--- src/rtl/core_pkg.sv ---
// Shared RV32I definitions: major opcodes, decoded op classes and
// immediate formats used by the decode stage.
package core_pkg;

  localparam logic [6:0] OPC_LUI    = 7'b0110111;
  localparam logic [6:0] OPC_AUIPC  = 7'b0010111;
  localparam logic [6:0] OPC_JAL    = 7'b1101111;
  localparam logic [6:0] OPC_JALR   = 7'b1100111;
  localparam logic [6:0] OPC_BRANCH = 7'b1100011;
  localparam logic [6:0] OPC_LOAD   = 7'b0000011;
  localparam logic [6:0] OPC_STORE  = 7'b0100011;
  localparam logic [6:0] OPC_OPIMM  = 7'b0010011;
  localparam logic [6:0] OPC_OP     = 7'b0110011;
  localparam logic [6:0] OPC_FENCE  = 7'b0001111;
  localparam logic [6:0] OPC_SYSTEM = 7'b1110011;

  // OP_NONE is the reset/unknown-opcode class so an idle slot reads as 0
  typedef enum logic [3:0] {
    OP_NONE   = 4'd0,
    OP_LUI    = 4'd1,
    OP_AUIPC  = 4'd2,
    OP_JAL    = 4'd3,
    OP_JALR   = 4'd4,
    OP_BRANCH = 4'd5,
    OP_LOAD   = 4'd6,
    OP_STORE  = 4'd7,
    OP_OPIMM  = 4'd8,
    OP_OP     = 4'd9,
    OP_FENCE  = 4'd10,
    OP_SYSTEM = 4'd11
  } op_class_e;

  typedef enum logic [2:0] {
    IMM_I,
    IMM_S,
    IMM_B,
    IMM_U,
    IMM_J,
    IMM_NONE
  } imm_type_e;

  typedef struct packed {
    op_class_e op;
    imm_type_e imm_type;
    logic      writes_rd;
    logic      illegal;
  } dec_t;

endpackage

--- src/rtl/decode_stage_regfile.sv ---
// 32x32 integer register file: two combinational read ports, one
// synchronous write port, x0 hardwired to zero, write-through bypass.
module regfile
  import core_pkg::*;
#(
  parameter int unsigned XLEN = 32
) (
  input  logic            clk,
  input  logic            we,
  input  logic [4:0]      wr_addr,
  input  logic [XLEN-1:0] wr_data,
  input  logic [4:0]      rs1_addr,
  output logic [XLEN-1:0] rs1_data,
  input  logic [4:0]      rs2_addr,
  output logic [XLEN-1:0] rs2_data
);

  logic [XLEN-1:0] mem [32];

  // Storage write; contents are intentionally not reset, x0 never written
  always_ff @(posedge clk) begin
    if (we && (wr_addr != 5'd0)) begin
      mem[wr_addr] <= wr_data;
    end
  end

  // Read ports with same-cycle writeback forwarding
  always_comb begin
    rs1_data = '0;
    rs2_data = '0;
    if (rs1_addr != 5'd0) begin
      rs1_data = (we && (wr_addr == rs1_addr)) ? wr_data : mem[rs1_addr];
    end
    if (rs2_addr != 5'd0) begin
      rs2_data = (we && (wr_addr == rs2_addr)) ? wr_data : mem[rs2_addr];
    end
  end

endmodule

--- src/rtl/decode_stage.sv ---
// RV32I decode stage: instruction decode, immediate generation and operand
// read into a registered output slot, with a one-entry skid buffer that
// absorbs a single instruction while execute is stalled.
module decode_stage
  import core_pkg::*;
#(
  parameter int unsigned XLEN     = 32,
  parameter logic [31:0] RESET_PC = 32'h0000_0000
) (
  input  logic            clk,
  input  logic            rst,
  input  logic [31:0]     ins_i,
  input  logic [XLEN-1:0] pc_i,
  input  logic            fetch_stall_i,
  input  logic            flush_i,
  input  logic            ex_stall_i,
  output logic            hold_o,
  input  logic            wb_we_i,
  input  logic [4:0]      wb_rd_i,
  input  logic [XLEN-1:0] wb_data_i,
  output logic            valid_o,
  output logic [XLEN-1:0] pc_o,
  output logic [3:0]      op_o,
  output logic [2:0]      funct3_o,
  output logic            funct7b5_o,
  output logic [4:0]      rs1_o,
  output logic [4:0]      rs2_o,
  output logic [4:0]      rd_o,
  output logic [XLEN-1:0] rs1_data_o,
  output logic [XLEN-1:0] rs2_data_o,
  output logic [XLEN-1:0] imm_o,
  output logic            rd_we_o,
  output logic            illegal_o
);

  function automatic dec_t decode(input logic [31:0] ins);
    dec_t       d;
    logic [6:0] f7;
    logic [2:0] f3;
    f7          = ins[31:25];
    f3          = ins[14:12];
    d.op        = OP_NONE;
    d.imm_type  = IMM_NONE;
    d.writes_rd = 1'b0;
    d.illegal   = 1'b0;
    case (ins[6:0])
      OPC_LUI:    begin d.op = OP_LUI;    d.imm_type = IMM_U; d.writes_rd = 1'b1; end
      OPC_AUIPC:  begin d.op = OP_AUIPC;  d.imm_type = IMM_U; d.writes_rd = 1'b1; end
      OPC_JAL:    begin d.op = OP_JAL;    d.imm_type = IMM_J; d.writes_rd = 1'b1; end
      OPC_JALR:   begin d.op = OP_JALR;   d.imm_type = IMM_I; d.writes_rd = 1'b1; end
      OPC_BRANCH: begin d.op = OP_BRANCH; d.imm_type = IMM_B; end
      OPC_LOAD:   begin d.op = OP_LOAD;   d.imm_type = IMM_I; d.writes_rd = 1'b1; end
      OPC_STORE:  begin d.op = OP_STORE;  d.imm_type = IMM_S; end
      OPC_OPIMM: begin
        d.op        = OP_OPIMM;
        d.imm_type  = IMM_I;
        d.writes_rd = 1'b1;
        // shift-immediate encodings carry a funct7 in the upper imm bits
        if ((f3 == 3'b001) && (f7 != 7'h00)) d.illegal = 1'b1;
        if ((f3 == 3'b101) && (f7 != 7'h00) && (f7 != 7'h20)) d.illegal = 1'b1;
      end
      OPC_OP: begin
        d.op        = OP_OP;
        d.writes_rd = 1'b1;
        if (f7 == 7'h20) begin
          d.illegal = !((f3 == 3'b000) || (f3 == 3'b101));
        end else if (f7 != 7'h00) begin
          d.illegal = 1'b1;
        end
      end
      OPC_FENCE:  d.op = OP_FENCE;
      OPC_SYSTEM: begin
        d.op        = OP_SYSTEM;
        d.imm_type  = IMM_I;
        d.writes_rd = (f3 != 3'b000);
      end
      default:    d.illegal = 1'b1;
    endcase
    if (ins[1:0] != 2'b11) d.illegal = 1'b1;
    if ((ins[11:7] == 5'd0) || d.illegal) d.writes_rd = 1'b0;
    return d;
  endfunction

  function automatic logic [31:0] gen_imm(input logic [31:0] ins, input imm_type_e t);
    logic [31:0] imm;
    case (t)
      IMM_I:   imm = {{20{ins[31]}}, ins[31:20]};
      IMM_S:   imm = {{20{ins[31]}}, ins[31:25], ins[11:7]};
      IMM_B:   imm = {{19{ins[31]}}, ins[31], ins[7], ins[30:25], ins[11:8], 1'b0};
      IMM_U:   imm = {ins[31:12], 12'b0};
      IMM_J:   imm = {{11{ins[31]}}, ins[31], ins[19:12], ins[20], ins[30:21], 1'b0};
      default: imm = '0;
    endcase
    return imm;
  endfunction

  logic            in_valid;
  logic            skid_full;
  logic [31:0]     skid_ins;
  logic [XLEN-1:0] skid_pc;

  logic            src_valid;
  logic [31:0]     src_ins;
  logic [XLEN-1:0] src_pc;
  dec_t            src_dec;
  logic [31:0]     src_imm;
  logic [XLEN-1:0] rs1_rdata;
  logic [XLEN-1:0] rs2_rdata;

  assign in_valid = !fetch_stall_i;

  // Select the instruction that would enter the output slot and decode it
  always_comb begin
    src_valid = skid_full || in_valid;
    src_ins   = skid_full ? skid_ins : ins_i;
    src_pc    = skid_full ? skid_pc  : pc_i;
    src_dec   = decode(src_ins);
    src_imm   = gen_imm(src_ins, src_dec.imm_type);
  end

  regfile #(
    .XLEN (XLEN)
  ) u_regfile (
    .clk      (clk),
    .we       (wb_we_i),
    .wr_addr  (wb_rd_i),
    .wr_data  (wb_data_i),
    .rs1_addr (src_ins[19:15]),
    .rs1_data (rs1_rdata),
    .rs2_addr (src_ins[24:20]),
    .rs2_data (rs2_rdata)
  );

  // Output slot and skid control: flush beats stall beats normal advance.
  // Operands are read as the instruction enters the slot, not when it is
  // parked in the skid, so writebacks during a stall are picked up.
  always_ff @(posedge clk or negedge rst) begin
    if (!rst) begin
      valid_o    <= 1'b0;
      hold_o     <= 1'b0;
      pc_o       <= RESET_PC;
      op_o       <= '0;
      funct3_o   <= '0;
      funct7b5_o <= 1'b0;
      rs1_o      <= '0;
      rs2_o      <= '0;
      rd_o       <= '0;
      rs1_data_o <= '0;
      rs2_data_o <= '0;
      imm_o      <= '0;
      rd_we_o    <= 1'b0;
      illegal_o  <= 1'b0;
      skid_full  <= 1'b0;
      skid_ins   <= '0;
      skid_pc    <= '0;
    end else begin
      if (!flush_i) begin
        assert (!(hold_o && in_valid));
      end
      if (flush_i) begin
        valid_o   <= 1'b0;
        skid_full <= 1'b0;
        hold_o    <= 1'b0;
      end else if (ex_stall_i && valid_o) begin
        if (in_valid && !skid_full) begin
          skid_ins  <= ins_i;
          skid_pc   <= pc_i;
          skid_full <= 1'b1;
          hold_o    <= 1'b1;
        end
      end else begin
        valid_o   <= src_valid;
        skid_full <= 1'b0;
        hold_o    <= 1'b0;
        if (src_valid) begin
          pc_o       <= src_pc;
          op_o       <= src_dec.op;
          funct3_o   <= src_ins[14:12];
          funct7b5_o <= src_ins[30];
          rs1_o      <= src_ins[19:15];
          rs2_o      <= src_ins[24:20];
          rd_o       <= src_ins[11:7];
          rs1_data_o <= rs1_rdata;
          rs2_data_o <= rs2_rdata;
          imm_o      <= src_imm;
          rd_we_o    <= src_dec.writes_rd;
          illegal_o  <= src_dec.illegal;
        end
      end
    end
  end

endmodule

--- config.mk ---
export PLATFORM = sky130hd
export DESIGN_NAME = decode_stage
export DESIGN_NICKNAME = d
export VERILOG_FILES = /design/src/rtl/core_pkg.sv /design/src/rtl/decode_stage_regfile.sv /design/src/rtl/decode_stage.sv
export SDC_FILE = /design/constraint.sdc
export NUM_CORES = 2
export LEC_CHECK = 0
export ABC_AREA = 1
export BUFFER_PORTS_ARGS = -buffer_cell sky130_fd_sc_hd__buf_2
export CORE_ASPECT_RATIO = 0.8
export CORE_MARGIN = 2
export CORE_UTILIZATION = 23
export DETAILED_ROUTE_END_ITERATION = 12
export SLEW_MARGIN = 25
export SYNTH_ARGS = -nofsm -noshare
export SYNTH_HDL_FRONTEND = slang
export SYNTH_SLANG_ARGS = --single-unit
--- constraint.sdc ---
create_clock -name clk -period 2.2 [get_ports clk]
set_input_delay 0.11 -clock clk [delete_from_list [all_inputs] [get_ports clk]]
set_output_delay 0.11 -clock clk [all_outputs]
set_load 0.05 [all_outputs]
; ---- Yosys cells after proc, flatten, opt, wreduce, memory -nomap -nowiden
; Memories as Yosys holds them, arrays and structs flattened.
; Index checks and enable logic that the tools add are counted.
[totals]
register_bits = 219
mem_bits_rw = 1024
input_bits = 107
output_inout_bits = 155
word_cells = 95
memories = 1
[mem_list]
columns = name, depth, width, rd, rd_ports_with_merged_regs, write_ports, line
row1 = u_regfile.mem, 32, 32, 2, 0, 1, decode_stage_regfile.sv:18  ; logic [XLEN-1:0] mem [32];
[op_classes]
n_eq_ne = 24
n_mux = 24
bitwise = 2
reduce_logical = 28
[ops]
columns = cell, count
row1 = two-way mux 32 bit, 6
row2 = case mux 32 bit (5 select lines), 1
row3 = case mux 4 bit (11 select lines), 1
row4 = "== test 7 x 6 -> 1 bit, second input constant", 4
row5 = "== test 7 bit, second input constant", 4
row6 = case mux 3 bit (5 select lines), 1
row7 = nonzero test 5 bit, 3
row8 = "== test 7 x 5 -> 1 bit, second input constant", 2
row9 = two-way mux 1 bit, 13
row10 = == test 5 bit, 2
row11 = OR reduction 9 bit, 1
row12 = logical AND 1 bit, 8
row13 = "== test 7 x 2 -> 1 bit, second input constant", 1
row14 = "== test 7 x 4 -> 1 bit, second input constant", 1
row15 = "inequality test 7 x 6 -> 1 bit, second input constant", 1
row16 = nonzero test 7 bit, 1
row17 = OR reduction 7 bit, 1
row18 = "== test 3 x 1 -> 1 bit, second input constant", 2
row19 = "== test 3 x 2 -> 1 bit, second input constant", 2
row20 = "== test 3 bit, second input constant", 2
row21 = zero test 3 bit, 2
row22 = AND reduction 3 bit, 2
row23 = zero test 5 bit, 1
row24 = "inequality test 2 bit, second input constant", 2
row25 = 9 further kinds, 14

; ---- Depth between registers and ports, before layout
[depth]
depth_word = 9
depth_mapped = 16
depth_no_buf = 13

; ---- Cells and area by module
; From an unflattened synthesis, not the netlist that was laid out.
[hier_totals]
hier_cells = 7267
hier_area_um2 = 63218.1
[modules_own_cells]
columns = module, n_inst, cells_per_inst, area_per_inst_um2, seq_area_each_um2
row1 = regfile, 1, 6080, 53346.2, 30749.5
row2 = decode_stage, 1, 1187, 9872.0, 5480.3

; ---- Worst setup path before layout
; No wires, ideal clock.
[synth_timing]
kind = input to register
startpoint = in wb_rd_i[4]
endpoint = mem u_regfile.mem[24][0], enable pin
setup_ns = 0.461
arrival_time_ns = 2.963
t_required_ns = 1.739
path_slack_ns = -1.224
cell_stages = 5
path_buffers = 1
cell_sequence = clkbuf_1 > inv_1 > nand3_1 > o21ai_0 > nor3_1
[synth_between]
elab_chain_len = 4
[synth_lines]
columns = item, line
row1 = from (decl), decode_stage.sv:19  ; input logic [4:0] wb_rd_i,
row2 = nonzero test 5 bit, decode_stage_regfile.sv:22  ; if (we && (wr_addr != 5'd0)) begin
row3 = logical AND 1 bit, decode_stage_regfile.sv:22
row4 = two-way mux 1 bit, decode_stage_regfile.sv:22
row5 = two-way mux 1 bit (implied by the code), decode_stage_regfile.sv:23  ; mem[wr_addr] <= wr_data;
row6 = to (decl), decode_stage_regfile.sv:18
; Parallel ways exist; a longest one is shown, timed or not.

; ---- Worst setup path after layout
[layout_timing]
startpoint = reg skid_full
endpoint = reg rs2_data_o[0]
[layout_between]
elab_chain_len = 5
elab_cells_between_ends = 9
classes_between = eq/ne: 1 / mux: 3 / reduce/logical: 4 / memory: 1
[layout_lines]
columns = item, line
row1 = from (decl), decode_stage.sv:98  ; logic skid_full;
row2 = from (signal assigned), decode_stage.sv:153  ; skid_full <= 1'b0;
row3 = from (signal assigned), decode_stage.sv:162  ; skid_full <= 1'b0;
row4 = from (signal assigned), decode_stage.sv:168  ; skid_full <= 1'b1;
row5 = "parallel branches: the longest is 5 deep, another holds memory read (32 x 32 bit)", --
row6 = to (signal assigned), decode_stage.sv:184  ; rs2_data_o <= rs2_rdata;
row7 = to (decl), decode_stage.sv:30  ; output logic [XLEN-1:0] rs2_data_o,
; Several ways; the timed one is not identified.
; A chain may end at the register's enable or synchronous reset.

==> summary by stage <==
Run status
The run finished, with violations left. The checks that failed: setup timing.

STA
Across all setup checks in the final design, the least slack found is -0.245 ns. The fraction of the cycle the final worst path needs is 111%. The measured slew at the worst slew-check pin is 0.923 ns. Setup violations remaining at the end of the flow were counted as 66. For the final database, setup skew stands at around 0.054 ns.

Setup repair after global routing could not meet its margin everywhere. Counting I/O delays and the setup requirement, the final critical path takes 2.44 ns. Summed over all failing endpoints, the final setup total negative slack is -9.43 ns. The number of pins exceeding their max-slew limit in the final report was 0. The top achievable clock speed is 0.409 GHz. The worst slew margin relative to its limit is 37.8%. The final count of hold timing violations came to 0.

CTS
The insertion delay of the later-clocked pin in the worst-skew pair is 0.81 ns. The maximum clock path buffer count is 4. CTS placed an instance of sky130_fd_sc_hd__clkbuf_16 at the clock tree root. After clock tree synthesis, the clock-pin slew on the worst setup and hold paths is 0.07 ns. The total CTS buffers is 141. Clock tree synthesis found a total of 1243 sinks. The CTS tree is done.

The H-tree was split into 4 levels.

Worst hold path
The worst hold path belongs to the class primary input to flip-flop.

Yosys
The instance count of the mapped netlist is around 7300. The cell taking the most area after synthesis is sky130_fd_sc_hd__edfxtp_1. Synthesis inferred 1243 register bits. The share of the Yosys chip area taken by registers is 57.6%.

After synthesis, the most frequently instantiated cells are sky130_fd_sc_hd__nand2_1 (2512), sky130_fd_sc_hd__nand3_1 (1867), sky130_fd_sc_hd__edfxtp_1 (1024), sky130_fd_sc_hd__inv_1 (374), sky130_fd_sc_hd__nor2_1 (361). A synthesized cell averages 8.61 sq um. After synthesis, the share of flip-flops with an asynchronous set or reset is 17.6%. The flip-flop cell with the highest count after synthesis is sky130_fd_sc_hd__edfxtp_1. The synthesized area is 0.0629 sq mm.

The most repeated cell in the gate-level netlist after synthesis is sky130_fd_sc_hd__nand2_1. In the post-synthesis netlist, the biggest area contributors are sky130_fd_sc_hd__edfxtp_1 (49%), sky130_fd_sc_hd__nand2_1 (15%), sky130_fd_sc_hd__nand3_1 (15%). The distinct cell type count of the synthesized netlist is 39. The total number of yosys warnings is 0. The share of synthesized area in the top cell type comes to between 40 and 50%. The number of flops mapped to enable cells by yosys is 1024.

Detailed routing
The number of nets with antenna violations after detailed routing is 0. After detailed routing, the average wire length per cell comes to 23.2 um. The total detailed-routing wirelength is 273000 um.

In the routed layout, each cell is associated on average with a via count of about 5.1. The total number of vias is 59400. The number of iterations in the first detailed-routing pass is 9. The number of DRC violations after detailed routing is 0. In this run, the number of DRC markers left after iteration 0 of detailed routing was between 9000 and 10000.

Finish
The final net count is 8117. The number of standard cells in the layout, taps in and fillers out is between 10000 and 15000. In the final layout, the multi-input gates occupy 0.0237 sq mm. The total non-filler cell area in the finished layout is 0.0816 sq mm. The sequential cells in the finished layout cover a total of about 0.036 sq mm. The area overhead of the layout relative to synthesis is 29.8%. Cells with a size suffix above 1 make up ~17% of the layout. The layout has 28100 filler cells.

Floorplan
For this design the top-level I/O count stands at 262. The core region is 0.272 sq mm. The height of the die is 472 um. The die covers between 0.2 and 0.3 sq mm. Once the floorplan was initialized, standard cells occupied ~23% of the core.

The die is 588 um wide. The cell row count is roughly 170.

Critical path
The maximum fanout count along the critical path is 9. The start-to-end type of the worst setup path is flip-flop to flip-flop. In this run the register-to-register setup slack is -0.24 ns. The worst path arrival time is 3.09 ns. The required time of the worst setup path is 2.85 ns. The kind of start point of the critical path is a flip-flop. The worst setup path is captured at a flip-flop.

Placement
The count of buffers inserted at the top-level ports is 261. In this run the cell area measured after placement is between 0.07 and 0.08 sq mm. The worst setup timing slack at the placement stage is -0.521 ns.

The number of placed cells counting well taps is 11300. Routability-driven placement finished with a final weighted congestion of 0.915. The wire-length estimate of the detail-placed layout is 172000 um.

GRT
The remaining global-route overflow is 0. The via count of the first global-routing pass is 53500. Across every metal layer, demand over resource in global routing totals between 10% and 20%.

The first global-routing pass estimated 385000 um of wire. The pin count of the biggest net entering global routing is between 50 and 60. The initial antenna violation count is 20.

Power and ir drop
The worst vdd rail ir drop is 0.540 mV. Power spread over the standard cell area amounts to roughly 770 mW/mm^2. The design draws 62.9 mW. The leakage power is 34.0 nW.

Run
Across the run, the number of max-cap violations was 0.
==> cell usage in the layout (no fill, tap or decap), drive strengths merged, types with 3 or more instances in the layout <==
cell         instances
a21oi              151
a31o                 5
a31oi               32
buf                938
bufbuf               6
bufinv              13
clkbuf             198
clkinv              42
clkinvlp             4
conb                32
dfrtp              219
diode                7
dlygate4sd3        103
edfxtp            1024
inv                381
mux2                38
nand2             2527
nand3             1869
nand4               10
nor2               370
nor3                21
o21ai              115
o22ai                3
or2                  3
xor2                 4
==> final cells by class <==
class	count	share of cell area (%)
sequential	1243	44.4
multi-input combinational	5185	29.0
timing repair buffer	1056	13.6
tap	3633	5.57
clock buffer	189	4.79
inverter	383	1.79
clock inverter	57	0.772
antenna	7	0.0215
==> kinds of logic after synthesis <==
kind of cell	count (synthesis)	share of synthesized area (%)
buffers and inverters	905	6.25
xor gates and xnor gates	4	0.0557
other	1	0.00597
AOI/OAI and AO/OA	309	2.63
muxes	39	0.697
and+or+nand+nor	4801	32.7
DFF	1243	57.6
==> per-layer routing <==
| layer | global-route usage, % | up-vias | wire, um |
|---|---|---|---|
| met5 | 0 | - | 31 |
| met4 | 5.00 | 4 | 7510 |
| met3 | 5.46 | 533 | 41200 |
| met2 | 26.6 | 4249 | 111000 |
| met1 | 27.5 | 28600 | 113000 |
| li1 | - | 26000 | - |
==> critical path, cell delays in order, from the launching register on <==
cell and delay [ns]:
sky130_fd_sc_hd__dfrtp_4 0.53, sky130_fd_sc_hd__buf_6 0.18, sky130_fd_sc_hd__nand2_8 0.09, sky130_fd_sc_hd__nand2_8 0.13, sky130_fd_sc_hd__buf_16 0.22, sky130_fd_sc_hd__buf_4 0.17
sky130_fd_sc_hd__buf_4 0.15, sky130_fd_sc_hd__buf_4 0.13, sky130_fd_sc_hd__o21ai_0 0.15, sky130_fd_sc_hd__nand2_1 0.07, sky130_fd_sc_hd__nand3_1 0.10, sky130_fd_sc_hd__nor2_1 0.05
sky130_fd_sc_hd__nand2_1 0.09, sky130_fd_sc_hd__nand3_1 0.09, sky130_fd_sc_hd__nand2_1 0.10, sky130_fd_sc_hd__nand2_1 0.05
==> through the flow <==
stage	util, %	hold WS (ns)
6_report	30.0	0.0679
3_5_place_dp	27.3	-0.0272
3_3_place_gp	27.3	-0.0246
4_1_cts	29.7	0.0170
2_1_floorplan	-	-0.186
5_1_grt	30.0	0.0627
==> sequential cells by signal, indices dropped and copies added, names as in the netlist <==
name and flops:
funct7b5_o 1, u_regfile.mem 1024, rs1_data_o 32, pc_o 32, imm_o 32, rs2_data_o 32
rs2_o 5, rd_o 5, rd_we_o 1, skid_pc 32, rs1_o 5, illegal_o 1
skid_ins 32, valid_o 1, funct3_o 3, op_o 4, skid_full 1
==> report_power, final <==
part / total, mW / internal, mW / switching, mW
clock: 24.2 / 14.0 / 10.2
combinational: 11.4 / 3.68 / 7.71
sequential: 27.3 / 26.5 / 0.784
total: 62.9 / 44.2 / 18.7
==> worst paths after layout <==
check	start	end	cells after the start
max in group asynchronous	rst	skid_ins[3]$_DFFE_PN0P_	5
worst min register to register	imm_o[20]$_DFFE_PN0P_	imm_o[20]$_DFFE_PN0P_	2
min in group asynchronous	rst	rs1_data_o[27]$_DFFE_PN0P_	4
worst max register to register	skid_full$_DFFE_PN0P_	rs2_data_o[0]$_DFFE_PN0P_	15
worst max-delay path	skid_full$_DFFE_PN0P_	rs2_data_o[0]$_DFFE_PN0P_	15
worst min-delay path	wb_rd_i[1]	u_regfile.mem[4][22]$_DFFE_PP_	5
==> timing repair <==
item,CTS,global route
cloned,13,9
endpoints found under the setup margin,88,118
pin swaps,14,17
hold buffers,104,0
endpoints found under the hold margin,1429,0
gates resized for setup,105,102
buffers inserted,29,25
No activity file was read; power rests on OpenSTA's default activity.
